===== src/rtl/keypad_num_entry_pkg.sv =====
// keypad_num_entry_pkg
//   Shared definitions for the keypad number-entry path:
//   - scanner FSM state type
//   - key code constants for the command keys
//   - matrix position to key code table and row priority helper
package keypad_num_entry_pkg;

    typedef enum logic [1:0] {
        ST_SCAN,
        ST_DEBOUNCE,
        ST_HELD
    } scan_state_t;

    localparam logic [3:0] KEY_CLR   = 4'hA;
    localparam logic [3:0] KEY_BKSP  = 4'hE;
    localparam logic [3:0] KEY_ENTER = 4'hF;
    localparam logic [3:0] KEY_LAST_DIGIT = 4'd9;

    // Matrix layout (row r, col c):
    //   r0: 1 2 3 A | r1: 4 5 6 B | r2: 7 8 9 C | r3: E(*) 0 F(#) D
    function automatic logic [3:0] key_decode(input logic [1:0] r, input logic [1:0] c);
        logic [3:0] code;
        code = '0;
        case ({r, c})
            4'b00_00: code = 4'h1;
            4'b00_01: code = 4'h2;
            4'b00_10: code = 4'h3;
            4'b00_11: code = 4'hA;
            4'b01_00: code = 4'h4;
            4'b01_01: code = 4'h5;
            4'b01_10: code = 4'h6;
            4'b01_11: code = 4'hB;
            4'b10_00: code = 4'h7;
            4'b10_01: code = 4'h8;
            4'b10_10: code = 4'h9;
            4'b10_11: code = 4'hC;
            4'b11_00: code = 4'hE;
            4'b11_01: code = 4'h0;
            4'b11_10: code = 4'hF;
            default:  code = 4'hD;
        endcase
        return code;
    endfunction

    // Index of the lowest active-low row; only meaningful when row != 4'hF.
    function automatic logic [1:0] lowest_low_row(input logic [3:0] row);
        logic [1:0] idx;
        if (!row[0])      idx = 2'd0;
        else if (!row[1]) idx = 2'd1;
        else if (!row[2]) idx = 2'd2;
        else              idx = 2'd3;
        return idx;
    endfunction

endpackage


===== src/rtl/keypad_num_entry_if.sv =====
// keypad_num_entry_if
//   Bundles the keypad matrix pins and the number-entry results.
//   row         matrix rows, active-low (driven by the keypad side)
//   col         matrix columns, active-low, at most one low
//   key_code    last decoded key
//   key_valid   1-clk pulse per debounced press
//   entry       value being typed
//   digit_count digits currently in entry
//   num         last committed value
//   num_valid   1-clk pulse when num updates
//   overflow    sticky digit-rejected flag
//   master: the keypad_num_entry block; slave: the keypad / consumer side.
interface keypad_num_entry_if;
    logic [3:0]  row;
    logic [3:0]  col;
    logic [3:0]  key_code;
    logic        key_valid;
    logic [15:0] entry;
    logic [2:0]  digit_count;
    logic [15:0] num;
    logic        num_valid;
    logic        overflow;

    modport master (
        input  row,
        output col, key_code, key_valid, entry, digit_count, num, num_valid, overflow
    );

    modport slave (
        output row,
        input  col, key_code, key_valid, entry, digit_count, num, num_valid, overflow
    );
endinterface


===== src/rtl/keypad_num_entry_scanner.sv =====
// keypad_num_entry_scanner
//   Scans a 4x4 active-low key matrix one column at a time, debounces and
//   decodes key presses.
//   clk       system clock
//   rst       synchronous, active-low reset
//   row       matrix rows (asynchronous, active-low)
//   col       matrix columns, active-low, one low at a time
//   key_code  last decoded key
//   key_valid 1-clk pulse per debounced press
module keypad_num_entry_scanner
    import keypad_num_entry_pkg::*;
#(
    parameter int unsigned SCAN_DIV_BITS  = 16,
    parameter int unsigned DEBOUNCE_SCANS = 4
) (
    input  logic       clk,
    input  logic       rst,
    input  logic [3:0] row,
    output logic [3:0] col,
    output logic [3:0] key_code,
    output logic       key_valid
);

    localparam int unsigned CNT_W = $clog2(DEBOUNCE_SCANS + 1);
    localparam logic [CNT_W-1:0] CNT_DONE = CNT_W'(DEBOUNCE_SCANS);

    logic [SCAN_DIV_BITS-1:0] div_q;
    logic                     tick;

    logic [3:0] row_meta;
    logic [3:0] row_sync;

    scan_state_t      state_q, state_d;
    logic [1:0]       col_idx_q, col_idx_d;
    logic [1:0]       row_idx_q, row_idx_d;
    logic [3:0]       pat_q, pat_d;
    logic [CNT_W-1:0] cnt_q, cnt_d;
    logic             fire;

    assign tick = &div_q;

    // cnt counts identical press samples in DEBOUNCE and consecutive
    // all-released samples in HELD.
    always_comb begin
        state_d   = state_q;
        col_idx_d = col_idx_q;
        row_idx_d = row_idx_q;
        pat_d     = pat_q;
        cnt_d     = cnt_q;
        fire      = 1'b0;
        if (tick) begin
            case (state_q)
                ST_SCAN: begin
                    if (row_sync == 4'hF) begin
                        col_idx_d = col_idx_q + 2'd1;
                    end else begin
                        row_idx_d = lowest_low_row(row_sync);
                        pat_d     = row_sync;
                        cnt_d     = CNT_W'(1);
                        state_d   = ST_DEBOUNCE;
                    end
                end
                ST_DEBOUNCE: begin
                    if (row_sync == pat_q) begin
                        cnt_d = cnt_q + CNT_W'(1);
                        if (cnt_d == CNT_DONE) begin
                            fire    = 1'b1;
                            cnt_d   = '0;
                            state_d = ST_HELD;
                        end
                    end else begin
                        cnt_d   = '0;
                        state_d = ST_SCAN;
                    end
                end
                ST_HELD: begin
                    if (row_sync == 4'hF) begin
                        cnt_d = cnt_q + CNT_W'(1);
                        if (cnt_d == CNT_DONE) begin
                            cnt_d     = '0;
                            col_idx_d = col_idx_q + 2'd1;
                            state_d   = ST_SCAN;
                        end
                    end else begin
                        cnt_d = '0;
                    end
                end
                default: begin
                    cnt_d   = '0;
                    state_d = ST_SCAN;
                end
            endcase
        end
    end

    always_ff @(posedge clk) begin
        if (!rst) begin
            div_q     <= '0;
            row_meta  <= '1;
            row_sync  <= '1;
            state_q   <= ST_SCAN;
            col_idx_q <= '0;
            row_idx_q <= '0;
            pat_q     <= '1;
            cnt_q     <= '0;
            col       <= '1;
            key_code  <= '0;
            key_valid <= 1'b0;
        end else begin
            div_q     <= div_q + SCAN_DIV_BITS'(1);
            row_meta  <= row;
            row_sync  <= row_meta;
            state_q   <= state_d;
            col_idx_q <= col_idx_d;
            row_idx_q <= row_idx_d;
            pat_q     <= pat_d;
            cnt_q     <= cnt_d;
            col       <= ~(4'b0001 << col_idx_d);
            key_valid <= fire;
            if (fire) begin
                key_code <= key_decode(row_idx_q, col_idx_q);
            end
        end
    end

endmodule


===== src/rtl/keypad_num_entry.sv =====
// keypad_num_entry
//   Keypad number entry: scans/debounces a 4x4 matrix and accumulates decimal
//   digits into a 16-bit value, committed with the enter key.
//   clk  system clock
//   rst  synchronous, active-low reset
//   bus  master side of keypad_num_entry_if:
//        row in, col out, key_code/key_valid out, entry/digit_count out,
//        num/num_valid out, overflow out
//   Keys: 0-9 digits, E backspace, F enter, A clear, B/C/D reported only.
module keypad_num_entry
    import keypad_num_entry_pkg::*;
#(
    parameter int unsigned SCAN_DIV_BITS  = 16,
    parameter int unsigned DEBOUNCE_SCANS = 4,
    parameter int unsigned MAX_DIGITS     = 5
) (
    input  logic                 clk,
    input  logic                 rst,
    keypad_num_entry_if.master   bus
);

    logic [3:0] key_code;
    logic       key_valid;

    keypad_num_entry_scanner #(
        .SCAN_DIV_BITS  (SCAN_DIV_BITS),
        .DEBOUNCE_SCANS (DEBOUNCE_SCANS)
    ) u_scanner (
        .clk       (clk),
        .rst       (rst),
        .row       (bus.row),
        .col       (bus.col),
        .key_code  (key_code),
        .key_valid (key_valid)
    );

    logic [15:0] entry_q, entry_d;
    logic [2:0]  count_q, count_d;
    logic [15:0] num_q, num_d;
    logic        num_valid_d, num_valid_q;
    logic        ovf_q, ovf_d;
    logic [19:0] appended;

    // Wide enough that entry*10+9 never wraps, so the 16-bit limit test is exact.
    assign appended = 20'(entry_q) * 20'd10 + 20'(key_code);

    always_comb begin
        entry_d     = entry_q;
        count_d     = count_q;
        num_d       = num_q;
        num_valid_d = 1'b0;
        ovf_d       = ovf_q;
        if (key_valid) begin
            if (key_code <= KEY_LAST_DIGIT) begin
                if ((32'(count_q) < MAX_DIGITS) && (appended <= 20'd65535)) begin
                    entry_d = appended[15:0];
                    count_d = count_q + 3'd1;
                end else begin
                    ovf_d = 1'b1;
                end
            end else begin
                case (key_code)
                    KEY_BKSP: begin
                        if (count_q != 3'd0) begin
                            entry_d = entry_q / 16'd10;
                            count_d = count_q - 3'd1;
                        end
                    end
                    KEY_ENTER: begin
                        num_d       = entry_q;
                        num_valid_d = 1'b1;
                        entry_d     = '0;
                        count_d     = '0;
                        ovf_d       = 1'b0;
                    end
                    KEY_CLR: begin
                        entry_d = '0;
                        count_d = '0;
                        ovf_d   = 1'b0;
                    end
                    default: ;
                endcase
            end
        end
    end

    always_ff @(posedge clk) begin
        if (!rst) begin
            entry_q     <= '0;
            count_q     <= '0;
            num_q       <= '0;
            num_valid_q <= 1'b0;
            ovf_q       <= 1'b0;
        end else begin
            entry_q     <= entry_d;
            count_q     <= count_d;
            num_q       <= num_d;
            num_valid_q <= num_valid_d;
            ovf_q       <= ovf_d;
        end
    end

    assign bus.key_code    = key_code;
    assign bus.key_valid   = key_valid;
    assign bus.entry       = entry_q;
    assign bus.digit_count = count_q;
    assign bus.num         = num_q;
    assign bus.num_valid   = num_valid_q;
    assign bus.overflow    = ovf_q;

endmodule


===== src/flat_wrapper.sv =====
// flat-port wrapper written by rule: the top's interface ports become plain ports
module keypad_num_entry_flat import keypad_num_entry_pkg::*;
#(
    parameter int unsigned SCAN_DIV_BITS  = 16,
    parameter int unsigned DEBOUNCE_SCANS = 4,
    parameter int unsigned MAX_DIGITS     = 5
)
  (clk, rst, bus_row, bus_col, bus_key_code, bus_key_valid, bus_entry, bus_digit_count, bus_num, bus_num_valid, bus_overflow);
  keypad_num_entry_if bus_i ();
  input  logic clk;
  input  logic rst;
  input wire logic [$bits(bus_i.row)-1:0] bus_row;
  output wire logic [$bits(bus_i.col)-1:0] bus_col;
  output wire logic [$bits(bus_i.key_code)-1:0] bus_key_code;
  output wire logic [$bits(bus_i.key_valid)-1:0] bus_key_valid;
  output wire logic [$bits(bus_i.entry)-1:0] bus_entry;
  output wire logic [$bits(bus_i.digit_count)-1:0] bus_digit_count;
  output wire logic [$bits(bus_i.num)-1:0] bus_num;
  output wire logic [$bits(bus_i.num_valid)-1:0] bus_num_valid;
  output wire logic [$bits(bus_i.overflow)-1:0] bus_overflow;
  assign bus_i.row = bus_row;
  assign bus_col = bus_i.col;
  assign bus_key_code = bus_i.key_code;
  assign bus_key_valid = bus_i.key_valid;
  assign bus_entry = bus_i.entry;
  assign bus_digit_count = bus_i.digit_count;
  assign bus_num = bus_i.num;
  assign bus_num_valid = bus_i.num_valid;
  assign bus_overflow = bus_i.overflow;
  keypad_num_entry #(.SCAN_DIV_BITS(SCAN_DIV_BITS), .DEBOUNCE_SCANS(DEBOUNCE_SCANS), .MAX_DIGITS(MAX_DIGITS)) u_core (.clk(clk), .rst(rst), .bus(bus_i));
endmodule

===== config.mk =====
export PLATFORM = sky130hd
export DESIGN_NAME = keypad_num_entry_flat
export DESIGN_NICKNAME = d
export VERILOG_FILES = /design/src/rtl/keypad_num_entry_pkg.sv /design/src/rtl/keypad_num_entry_if.sv /design/src/rtl/keypad_num_entry_scanner.sv /design/src/rtl/keypad_num_entry.sv /design/src/flat_wrapper.sv
export SDC_FILE = /design/constraint.sdc
export NUM_CORES = 1
export LEC_CHECK = 0
export BUFFER_PORTS_ARGS = -buffer_cell sky130_fd_sc_hd__buf_2
export CAP_MARGIN = 5
export CORE_MARGIN = 2
export CORE_UTILIZATION = 30
export DETAILED_ROUTE_END_ITERATION = 7
export PLACE_DENSITY = 0.43
export REMOVE_ABC_BUFFERS = 1
export SYNTH_ARGS = -nofsm -noshare
export SYNTH_HDL_FRONTEND = slang
export SYNTH_HIERARCHICAL = 1
export SYNTH_SLANG_ARGS = --single-unit

===== constraint.sdc =====
create_clock -name clk -period 6.4 [get_ports clk]
set_input_delay 0.32 -clock clk [delete_from_list [all_inputs] [get_ports clk]]
set_output_delay 0.32 -clock clk [all_outputs]
set_load 0.05 [all_outputs]

==> summary.md, run 1 <==
| Metric | Value |
|---|---|
| Run status | `complete, no violations` |
| Cell Chain, Critical Path | `nand2b_1, nand2_1, o21ai_0, o22ai_2, mux2i_1, a31oi_1, a21oi_1, or2_2, a2111oi_0, o32a_1, xor2_2, a221o_1, a311o_1, a211o_1, o32ai_1` |
| Congestion Overflow GR | `0` |
| Clock transition time at the flip-flop clock pins of the worst setup and hold paths | `approximately 70 ps` |
| Mapped Cells | `914` |
| Maximum vdd ir drop | `between 150 and 200 uV` |
| Worst Min Path Start | `bus_row[0]` |
| Setup repair after global routing missed its margin | `false` |
| Crit-path max FO | `26` |
| Total via count in the routed design | `approximately 6700` |
| Largest stage delay, worst path | `between 900 and 1000 ps` |
| Fillcell total | `~2500` |
| Worst slew pin tran | `1120 ps` |
| Top metal layer carrying routed signals | `met4` |
| Average detailed-routed wire length per instance | `~17 um` |
| Number of buffers inserted by post-CTS setup repair | `0` |
| Share of post-route cells with drive strength above 1 | `14.0%` |
| Critical Path Sink Type | `flop` |
| Distinct cell type count after synthesis | `103` |
| Antenna violations before repair | `0` |
| N_diodes | `0` |
| Layout overhead on the synthesized area | `11.0%` |
| #FFs+latches synth | `slightly above 80` |
| I/O pin total | `52` |
| Final Slew Violations | `0` |
| Worst min path class | `in2reg` |
| Largest net degree at the start of global routing | `56` |
| CP max-delay cell | `sky130_fd_sc_hd__dfxtp_1` |
| Remaining max-slew budget at the tightest pin | `around a quarter` |
| Number of violations of the max-capacitance limit | `0` |
| Largest area contributor in the netlist | `sky130_fd_sc_hd__dfxtp_1` |
| Max Clock Skew | `around 11 ps` |
| Post-route DRC violation count | `0` |
| Cell area after technology mapping | `just over 0.007 mm2` |
| Multi-input combinational cell area | `0.00511 mm2` |
| Number of violations reported at the end of detailed-routing iteration 0 | `between 400 and 500` |
| Hpwl dp | `~15 mm` |
| Beginning of the critical path | `u_core/bus.entry[15]` |
| Number of placement rows | `56` |
| Wire length on met1 | `roughly 10 mm` |
| Syn avg cell area | `roughly 7.9 um2` |
| Clock buffer count from CTS | `9` |
| Data arrival time of the critical path | `between 5000 and 6000 ps` |
| Antenna-violating nets left | `0` |
| # setup viols final | `0` |
| Lkg Pwr | `slightly above 3 nW` |
| Die H | `roughly 160 um` |
| Overall die area | `between 0.02 and 0.03 mm2` |
| R2R Path Start | `u_core/bus.entry[15]` |
| Clock latency on the worst-skew pair | `between 300 and 400 ps` |
| CTS resizes | `0` |
| Final GP Congestion | `~0.85` |
| Sequential element share of the synthesized area | `a little under a quarter` |
| Yosys Warn Count | `6` |
| Core area | `0.0235 mm2` |
| Critical Path Start Type | `flop` |
| Met2 wire length | `between 9 and 10 mm` |
| Min cycle time layout | `5560 ps` |
| Die X-Extent | `between 150 and 200 um` |
| Clk buf depth | `2` |
| Root Buffer Master | `sky130_fd_sc_hd__clkbuf_16` |
| Share of Yosys cell area claimed by the top area cell type | `a little under a quarter` |
| Wire length of the first global-routing pass | `between 30 and 40 mm` |
| Number of global-route vias before repair | `6390` |
| Fraction of registers with async set or reset after synthesis | `0%` |
| CTS hold repair buffers | `0` |
| Number of standard cells in the final layout excluding fillers | `between 1000 and 1500` |
| Initial Util | `30.7%` |
| Storage cell area | `roughly 0.0017 mm2` |
| Setup TNS | `0 ps` |
| Net count reported at finish | `a little under 1000` |
| # H-tree levels | `3` |
| GRT Resource Usage Total | `around 16%` |
| Top achievable clock speed | `0.180 GHz` |
| Total length of routed wires | `between 20 and 25 mm` |
| Number of input and output port buffers inserted | `approximately 50` |
| Most used flip-flop cell after synthesis | `sky130_fd_sc_hd__dfxtp_1` |
| Critical path class | `reg2reg` |
| Final Hold Fails | `0` |
| Synth top area cells | `sky130_fd_sc_hd__dfxtp_1 (23%), sky130_fd_sc_hd__ha_1 (7.3%), sky130_fd_sc_hd__nand2_1 (5.1%), sky130_fd_sc_hd__a21oi_1 (4.3%), sky130_fd_sc_hd__xnor2_1 (4.2%)` |
| Number of enable flip-flop cells after synthesis | `0` |
| Post-Place Cells | `roughly 1200` |
| Number of optimization iterations in the first detailed-route pass | `5` |
| Crit share post-route | `between 80% and 90%` |
| Required time of the worst setup path | `6660 ps` |
| Vias per cell | `about 5.3` |
| Clock tree from TritonCTS | `done` |
| PwrDens | `roughly 140 mW/mm2` |
| Number of clock sinks seen by CTS | `between 80 and 90` |
| Sum of met3 wire segment lengths after detailed routing | `slightly below 900 um` |
-- report_power, final --
| part | total (mW) | switching, mW | leakage [nW] | internal, mW |
|---|---|---|---|---|
| clock network | 0.592 | 0.243 | 0.156 | 0.348 |
| logic | 0.0230 | 0.0154 | 2.27 | 0.00766 |
| registers | 0.524 | 0.00333 | 0.672 | 0.520 |
-- cell type report --
type                       count  share of cell area, %
clock inverter                 6                   1.20
tap                          319                   4.98
multi-input combinational    730                   63.7
timing repair buffer          65                   4.65
inverter                      39                   1.83
sequential                    83                   20.7
clock buffer                  10                   2.86
-- logic make-up after synthesis --
logic type | Yosys count | synth area share [%]
flip-flops | 83 | 23.0
buffers and inverters | 101 | 6.41
AO/OA/AOI/OAI | 269 | 27.0
multiplexers | 27 | 3.97
adder cells (fa/ha/maj) | 47 | 8.25
XOR/XNOR | 49 | 6.05
AND/OR/NAND/NOR | 338 | 25.3
-- layer usage --
layer,track usage (%),vias to the layer above
met5,0,-
met4,4.30,0
met3,3.02,26
met2,26.9,147
met1,22.0,3130
li1,-,3368
-- sequential cells by signal, indices dropped and copies added (netlist names) --
signal / flops
u_core/u_scanner/div_q: 16
u_core/u_scanner/col_idx_q: 2
u_core/u_scanner/key_valid: 1
u_core/bus.overflow: 1
u_core/u_scanner/row_sync: 4
u_core/bus.num_valid: 1
u_core/u_scanner/row_meta: 4
u_core/u_scanner/pat_q: 4
u_core/u_scanner/key_code: 4
u_core/u_scanner/col: 4
u_core/bus.num: 16
u_core/bus.entry: 16
u_core/u_scanner/cnt_q: 3
u_core/u_scanner/row_idx_q: 2
u_core/bus.digit_count: 3
u_core/u_scanner/state_q: 2
-- layout by cell type (no fill, tap or decap), types with 8 or more instances in the layout --
cell type	Yosys	layout
sky130_fd_sc_hd__nand4_1	9	9
sky130_fd_sc_hd__nand2_1	98	98
sky130_fd_sc_hd__o21ai_0	42	41
sky130_fd_sc_hd__and2_1	20	20
sky130_fd_sc_hd__a21o_1	9	9
sky130_fd_sc_hd__nor3_1	18	18
sky130_fd_sc_hd__buf_2	15	51
sky130_fd_sc_hd__nor2b_1	13	13
sky130_fd_sc_hd__a21oi_1	62	62
sky130_fd_sc_hd__inv_1	36	36
sky130_fd_sc_hd__buf_4	5	13
sky130_fd_sc_hd__a21boi_0	9	9
sky130_fd_sc_hd__or2_2	8	8
sky130_fd_sc_hd__and3_1	9	9
sky130_fd_sc_hd__nor2_1	60	60
sky130_fd_sc_hd__dfxtp_1	83	82
sky130_fd_sc_hd__clkbuf_16	0	9
sky130_fd_sc_hd__o22ai_1	9	9
sky130_fd_sc_hd__xnor2_1	35	35
sky130_fd_sc_hd__nand3_1	26	26
sky130_fd_sc_hd__a31oi_1	10	10
sky130_fd_sc_hd__xor2_1	13	13
sky130_fd_sc_hd__ha_1	42	42
sky130_fd_sc_hd__nand2b_1	18	18
sky130_fd_sc_hd__a211oi_1	14	14
sky130_fd_sc_hd__mux2i_1	23	23
sky130_fd_sc_hd__nor3b_1	8	8
-- Yosys cell counts (6+ instances only) --
library cell and number:
sky130_fd_sc_hd__inv_1 36, sky130_fd_sc_hd__o21ai_0 42, sky130_fd_sc_hd__a211oi_1 14, sky130_fd_sc_hd__xnor2_1 35, sky130_fd_sc_hd__dfxtp_1 83, sky130_fd_sc_hd__nand4_1 9, sky130_fd_sc_hd__a21boi_0 9, sky130_fd_sc_hd__buf_2 15
sky130_fd_sc_hd__a221oi_1 7, sky130_fd_sc_hd__buf_6 6, sky130_fd_sc_hd__nor2b_1 13, sky130_fd_sc_hd__xor2_1 13, sky130_fd_sc_hd__a211oi_2 6, sky130_fd_sc_hd__and2_1 20, sky130_fd_sc_hd__a21o_1 9, sky130_fd_sc_hd__or2_2 8
sky130_fd_sc_hd__nand3_1 26, sky130_fd_sc_hd__nand2b_1 18, sky130_fd_sc_hd__and3_1 9, sky130_fd_sc_hd__a31oi_1 10, sky130_fd_sc_hd__nand3b_1 7, sky130_fd_sc_hd__nor3_1 18, sky130_fd_sc_hd__a21oi_1 62, sky130_fd_sc_hd__o31ai_1 6
sky130_fd_sc_hd__nor2_1 60, sky130_fd_sc_hd__o22ai_1 9, sky130_fd_sc_hd__nand2_1 98, sky130_fd_sc_hd__nor3b_1 8, sky130_fd_sc_hd__clkbuf_1 35, sky130_fd_sc_hd__mux2i_1 23, sky130_fd_sc_hd__ha_1 42
-- through the flow --
| step | power (mW) | hold WS [ps] | cell area [um2] | worst slack, ps | utilization, % |
|---|---|---|---|---|---|
| floorplan | 0.549 | 382 | 6900 | 539 | - |
| global placement | 0.560 | 390 | 7690 | 848 | 32.7 |
| detailed placement | 0.559 | 396 | 7690 | 854 | 32.7 |
| CTS | 1.16 | 136 | 8010 | 857 | 34.0 |
| global route | 1.18 | 143 | 8010 | 365 | 34.0 |
| finish | 1.14 | 148 | 8010 | 841 | 34.0 |
-- worst paths after layout --
check | endpoint | slack, ps | cells after the start
worst max-delay path | u_core/bus.entry[0] | 840 | 15
worst min-delay path | u_core/u_scanner/row_meta[0] | 150 | 2
worst max register to register | u_core/bus.entry[0] | 840 | 15
worst min register to register | u_core/u_scanner/row_sync[1] | 400 | 1
-- critical path, delay by kind of cell, from the launching register on --
kind,cells,cell delay [ps]
DFF,1,930
and+or+nand+nor,3,1000
xor gates and xnor gates,1,160
AOI/OAI and AO/OA,10,3240
muxes,1,140
(Power assumes the default switching activity.)
==> inputs of run 2 (changes only) <==
--- a/config.mk
+++ b/config.mk
@@ -7,7 +7,7 @@
 export LEC_CHECK = 0
 export BUFFER_PORTS_ARGS = -buffer_cell sky130_fd_sc_hd__buf_2
 export CAP_MARGIN = 5
-export CORE_MARGIN = 2
+export CORE_MARGIN = 8
 export CORE_UTILIZATION = 30
 export DETAILED_ROUTE_END_ITERATION = 7
 export PLACE_DENSITY = 0.43
==> summary.md, run 2 (same netlist as run 1, synthesis figures left out) <==
| Metric | Value |
|---|---|
| Post-route DRC violation count | `0` |
| Number of standard cells in the final layout excluding fillers | `roughly 1300` |
| Net count reported at finish | `between 900 and 1000` |
| Number of clock sinks seen by CTS | `just over 80` |
| Number of optimization iterations in the first detailed-route pass | `5` |
| Total power draw | `about 1.1 mW` |
| Clock tree from TritonCTS | `done` |
| PwrDens | `roughly 140 mW/mm2` |
| Critical Path Start Type | `flop` |
| Wire length of the first global-routing pass | `35.1 mm` |
| Largest stage delay, worst path | `between 700 and 800 ps` |
| Lkg Pwr | `approximately 3.1 nW` |
| Average detailed-routed wire length per instance | `~17 um` |
| Setup repair after global routing missed its margin | `false` |
| Largest net degree at the start of global routing | `56` |
| Number of violations reported at the end of detailed-routing iteration 0 | `~430` |
| Smallest hold slack | `roughly 150 ps` |
| Antenna violations before repair | `0` |
| Number of input and output port buffers inserted | `between 50 and 60` |
| Initial Util | `a little under a third` |
| Overall die area | `between 0.02 and 0.03 mm2` |
| Maximum vdd ir drop | `between 100 and 150 uV` |
| Data arrival time of the critical path | `about 5700 ps` |
| Crit share post-route | `a little under nine tenths` |
| Most repeated library cell on the critical path | `sky130_fd_sc_hd__o211a_1` |
| Worst setup slack after layout | `between 900 and 1000 ps` |
| CP max-delay cell | `sky130_fd_sc_hd__dfxtp_1` |
| Die H | `about 170 um` |
| Cell Chain, Critical Path | `buf_12, and3b_1, a211oi_2, a31o_1, o211a_1, a21oi_2, and2_1, a31oi_1, o211a_1, a2111oi_0, o32a_1, xor2_2, a221o_1, a311o_1, a211o_1, o32ai_1` |
| Clock transition time at the flip-flop clock pins of the worst setup and hold paths | `around 70 ps` |
| Final Hold Fails | `0` |
| Total length of routed wires | `around 22 mm` |
| # setup viols final | `0` |
| Min cycle time layout | `between 5000 and 6000 ps` |
| Final GP Congestion | `~0.86` |
| Placed standard-cell area | `0.00771 mm2` |
| Die X-Extent | `about 170 um` |
| Root Buffer Master | `sky130_fd_sc_hd__clkbuf_16` |
| CTS resizes | `0` |
| Share of post-route cells with drive strength above 1 | `between 10% and 20%` |
| # H-tree levels | `3` |
| Layout overhead on the synthesized area | `11.1%` |
| Number of violations of the max-capacitance limit | `0` |
| N_diodes | `0` |
| Hpwl dp | `roughly 15 mm` |
| Crit-path max FO | `32` |
| I/O pin total | `52` |
| GRT Resource Usage Total | `~15%` |
| Core area | `between 0.02 and 0.025 mm2` |
| Max Clock Skew | `about 13 ps` |
| Critical Path Sink Type | `flop` |
| Worst slew pin tran | `approximately 1000 ps` |
| Setup TNS | `0 ps` |
| Critical path class | `reg2reg` |
| Clock buffer count from CTS | `9` |
| Number of buffers inserted by post-CTS setup repair | `0` |
| Post-Place Worst Slack | `between 900 and 1000 ps` |
| Post-Place Cells | `~1200` |
| Number of placement rows | `between 50 and 60` |
| Post-route cell area | `approximately 0.008 mm2` |
| Vias per cell | `5.41` |
| Run status | `complete, no violations` |
| Most frequent cells in the layout | `sky130_fd_sc_hd__nand2_1 (98), sky130_fd_sc_hd__dfxtp_1 (82), sky130_fd_sc_hd__a21oi_1 (62), sky130_fd_sc_hd__nor2_1 (60), sky130_fd_sc_hd__buf_2 (51)` |
| Number of global-route vias before repair | `approximately 6700` |
| Remaining max-slew budget at the tightest pin | `about a third` |
| Required time of the worst setup path | `6650 ps` |
| Antenna-violating nets left | `0` |
| Clk buf depth | `2` |
| Top achievable clock speed | `about 0.18 GHz` |
| Core utilization of the finished layout | `34.1%` |
| Final Slew Violations | `0` |
| Total via count in the routed design | `~6800` |
| Worst min path class | `in2reg` |
| Congestion Overflow GR | `0` |
| CTS hold repair buffers | `0` |
| Clock latency on the worst-skew pair | `between 300 and 400 ps` |
| Most common cell after layout, fill and taps aside | `sky130_fd_sc_hd__nand2_1` |
==> run 2: final cells by class <==
cell class | instances | area, um2
Fill cell | 2537 | 15500
Tap cell | 319 | 399
Clock inverter | 7 | 85.1
Timing Repair Buffer | 66 | 393
Multi-Input combinational cell | 730 | 5110
Inverter | 39 | 146
Clock buffer | 9 | 225
Sequential cell | 83 | 1660
==> run 2: layer usage <==
| layer | global-route usage, % | up-vias | wire length (um) |
|---|---|---|---|
| met5 | 0 | - | 0 |
| met1 | 19.0 | 3201 | 10200 |
| met3 | 2.63 | 33 | 982 |
| met2 | 24.9 | 171 | 10100 |
| li1 | - | 3379 | - |
| met4 | 4.31 | 0 | 394 |
==> run 2: path summary, 6_finish.rpt <==
check	start	end	slack (ps)	depth (start not counted)
min reg2reg	u_core/u_scanner/row_meta[0]	u_core/u_scanner/row_sync[0]	410	1
max reg2reg	u_core/bus.entry[12]	u_core/bus.entry[0]	910	16
min	bus_row[0]	u_core/u_scanner/row_meta[0]	150	2
max	u_core/bus.entry[12]	u_core/bus.entry[0]	910	16
==> run 2: worst max-delay path, delay by kind of cell, from the launching register on <==
| family | cells | cell delay, ps |
|---|---|---|
| AO/OA/AOI/OAI | 12 | 3440 |
| XOR/XNOR | 1 | 160 |
| buffers and inverters | 1 | 280 |
| flip-flops | 1 | 770 |
| AND/OR/NAND/NOR | 2 | 720 |
==> run 2: power by group <==
group,internal (mW),leakage (nW),switching [mW]
Clock,0.311,0.146,0.254
Sequential,0.520,0.672,0.00333
Combinational,0.00801,2.27,0.0157
Total,0.839,3.09,0.273
==> inputs of run 3 (changes only) <==
--- a/config.mk
+++ b/config.mk
@@ -10,7 +10,7 @@
 export CORE_MARGIN = 8
 export CORE_UTILIZATION = 30
 export DETAILED_ROUTE_END_ITERATION = 7
-export PLACE_DENSITY = 0.43
+export PLACE_DENSITY_LB_ADDON = 0.12
 export REMOVE_ABC_BUFFERS = 1
 export SYNTH_ARGS = -nofsm -noshare
 export SYNTH_HDL_FRONTEND = slang
==> summary.md, run 3 (same netlist as run 1, synthesis figures left out) <==
| Metric | Value |
|---|---|
| Run status | `complete, no violations` |
| Average detailed-routed wire length per instance | `between 15 and 20 um` |
| Beginning of the critical path | `u_core/bus.entry[15]` |
| Critical Path Sink Type | `flop` |
| Die X-Extent | `approximately 170 um` |
| Min cycle time layout | `between 5000 and 6000 ps` |
| Remaining max-slew budget at the tightest pin | `about 35%` |
| Clk buf depth | `2` |
| Cell Chain, Critical Path | `nand2b_1, nand2_1, o21ai_0, o22ai_2, mux2i_1, a31oi_1, a21oi_1, or2_2, a2111oi_0, o32a_1, xor2_2, a221o_1, a311o_1, a211o_1, o32ai_1` |
| Total length of routed wires | `21.7 mm` |
| Cell family with the largest share of critical-path delay | `compound AO/OA/AOI/OAI gates` |
| Layout overhead on the synthesized area | `11.1%` |
| Wire length of the first global-routing pass | `roughly 34 mm` |
| Critical path class | `reg2reg` |
| I/O pin total | `52` |
| Total via count in the routed design | `a little under 7000` |
| PwrDens | `139 mW/mm2` |
| Hpwl dp | `around 15 mm` |
| N_diodes | `0` |
| Final GP Congestion | `0.873` |
| CTS resizes | `0` |
| Crit-path max FO | `29` |
| Buf/Inv on CP | `0` |
| GRT Resource Usage Total | `between 10 and 15%` |
| Data arrival time of the critical path | `between 6000 and 7000 ps` |
| Number of clock sinks seen by CTS | `between 80 and 90` |
| Vias per cell | `between 5 and 6` |
| Initial Util | `between 30 and 40%` |
| Max Clock Skew | `approximately 9.8 ps` |
| Most common cell after layout, fill and taps aside | `sky130_fd_sc_hd__nand2_1` |
| Clock transition time at the flip-flop clock pins of the worst setup and hold paths | `approximately 70 ps` |
| Number of violations of the max-capacitance limit | `0` |
| R2R Path Start | `u_core/bus.entry[15]` |
| Critical path capture point | `u_core/bus.entry[0]` |
| Critical Path Start Type | `flop` |
| Fillcell total | `~2600` |
| Share of post-route cells with drive strength above 1 | `14.3%` |
| Largest stage delay, worst path | `970 ps` |
| Antenna violations before repair | `0` |
| Number of buffers inserted by post-CTS setup repair | `0` |
| Lkg Pwr | `between 3 and 4 nW` |
| Number of placement rows | `56` |
| Core area | `0.0235 mm2` |
| Final Hold Fails | `0` |
| Storage cell area | `approximately 0.0017 mm2` |
| # H-tree levels | `3` |
| Overall die area | `about 0.03 mm2` |
| Number of global-route vias before repair | `6408` |
| Largest net degree at the start of global routing | `56` |
| Number of input and output port buffers inserted | `slightly above 50` |
| Setup repair after global routing missed its margin | `false` |
| Capture instance of the worst register-to-register path | `u_core/bus.entry[0]` |
| Required time of the worst setup path | `6650 ps` |
| Worst slew pin tran | `approximately 970 ps` |
| Crit share post-route | `between 90% and 100%` |
| Clock latency on the worst-skew pair | `roughly 350 ps` |
| Congestion Overflow GR | `0` |
| Final Slew Violations | `0` |
| Setup TNS | `0 ps` |
| Root Buffer Master | `sky130_fd_sc_hd__clkbuf_16` |
| Number of violations reported at the end of detailed-routing iteration 0 | `404` |
| Most frequent cells in the layout | `sky130_fd_sc_hd__nand2_1 (98), sky130_fd_sc_hd__dfxtp_1 (82), sky130_fd_sc_hd__a21oi_1 (62), sky130_fd_sc_hd__nor2_1 (60), sky130_fd_sc_hd__buf_2 (51)` |
| Maximum vdd ir drop | `~120 uV` |
| Number of cells on the worst reg-to-reg path | `15` |
| Top achievable clock speed | `0.169 GHz` |
| Number of gates on the worst path with buffers counted | `15` |
| Multi-input combinational cell area | `0.00511 mm2` |
| CTS hold repair buffers | `0` |
| # setup viols final | `0` |
| Post-route DRC violation count | `0` |
| Clock tree from TritonCTS | `done` |
| CP max-delay cell | `sky130_fd_sc_hd__dfxtp_1` |
| Slack of the worst reg-to-reg path | `480 ps` |
| Number of optimization iterations in the first detailed-route pass | `5` |
| Antenna-violating nets left | `0` |
| Clock buffer count from CTS | `9` |
| Die H | `171 um` |
| Worst min path class | `in2reg` |
| Total power draw | `about 1.1 mW` |
| Net count reported at finish | `between 900 and 1000` |
-- run 3: metal layers --
metal  wire (um)  GRT usage [%]
met2       10100           24.3
met1       10100           18.8
met5           0              0
met4         365           4.27
met3        1210           3.02
-- run 3: worst min path at each step --
stage	start	to	slack [ps]	cells after the start
floorplan	rst	u_core/u_scanner/pat_q[0]	380	1
global placement	u_core/u_scanner/row_meta[0]	u_core/u_scanner/row_sync[0]	390	1
detailed placement	u_core/u_scanner/row_meta[0]	u_core/u_scanner/row_sync[0]	390	1
CTS	bus_row[0]	u_core/u_scanner/row_meta[0]	130	2
global route	bus_row[0]	u_core/u_scanner/row_meta[0]	140	2
finish	bus_row[0]	u_core/u_scanner/row_meta[0]	150	2
-- run 3: where the power goes --
part	leakage [nW]	internal, mW	switching, mW
registers	0.672	0.520	0.00342
clock network	0.157	0.329	0.237
logic	2.28	0.00799	0.0156
total	3.10	0.858	0.256
-- run 3: worst reg2reg max path, cell delays in order, from the launching register on --
cell and delay (ps):
sky130_fd_sc_hd__dfxtp_1 970, sky130_fd_sc_hd__nand2b_1 360, sky130_fd_sc_hd__nand2_1 360, sky130_fd_sc_hd__o21ai_0 170, sky130_fd_sc_hd__o22ai_2 220, sky130_fd_sc_hd__mux2i_1 140, sky130_fd_sc_hd__a31oi_1 480, sky130_fd_sc_hd__a21oi_1 250
sky130_fd_sc_hd__or2_2 370, sky130_fd_sc_hd__a2111oi_0 580, sky130_fd_sc_hd__o32a_1 490, sky130_fd_sc_hd__xor2_2 180, sky130_fd_sc_hd__a221o_1 400, sky130_fd_sc_hd__a311o_1 360, sky130_fd_sc_hd__a211o_1 270, sky130_fd_sc_hd__o32ai_1 230
-- run 3: metrics by stage --
| step | instances | setup WS, ps | utilization, % | area, um2 | hold slack, ps |
|---|---|---|---|---|---|
| 4_1_cts | 1254 | 618 | 34.1 | 8020 | 134 |
| 2_1_floorplan | 852 | 539 | - | 6900 | 382 |
| 5_1_grt | 1254 | 160 | 34.1 | 8020 | 139 |
| 3_3_place_gp | 1238 | 894 | 32.7 | 7700 | 388 |
| 6_report | 1254 | 483 | 34.1 | 8020 | 153 |
| 3_5_place_dp | 1238 | 664 | 32.7 | 7700 | 391 |
-- run 3: layout make-up --
type                       count  area share, %
multi-input combinational    730           63.7
sequential                    83           20.7
tap                          319           4.98
clock buffer                  11           3.15
inverter                      39           1.82
clock inverter                 5          0.811
timing repair buffer          67           4.84
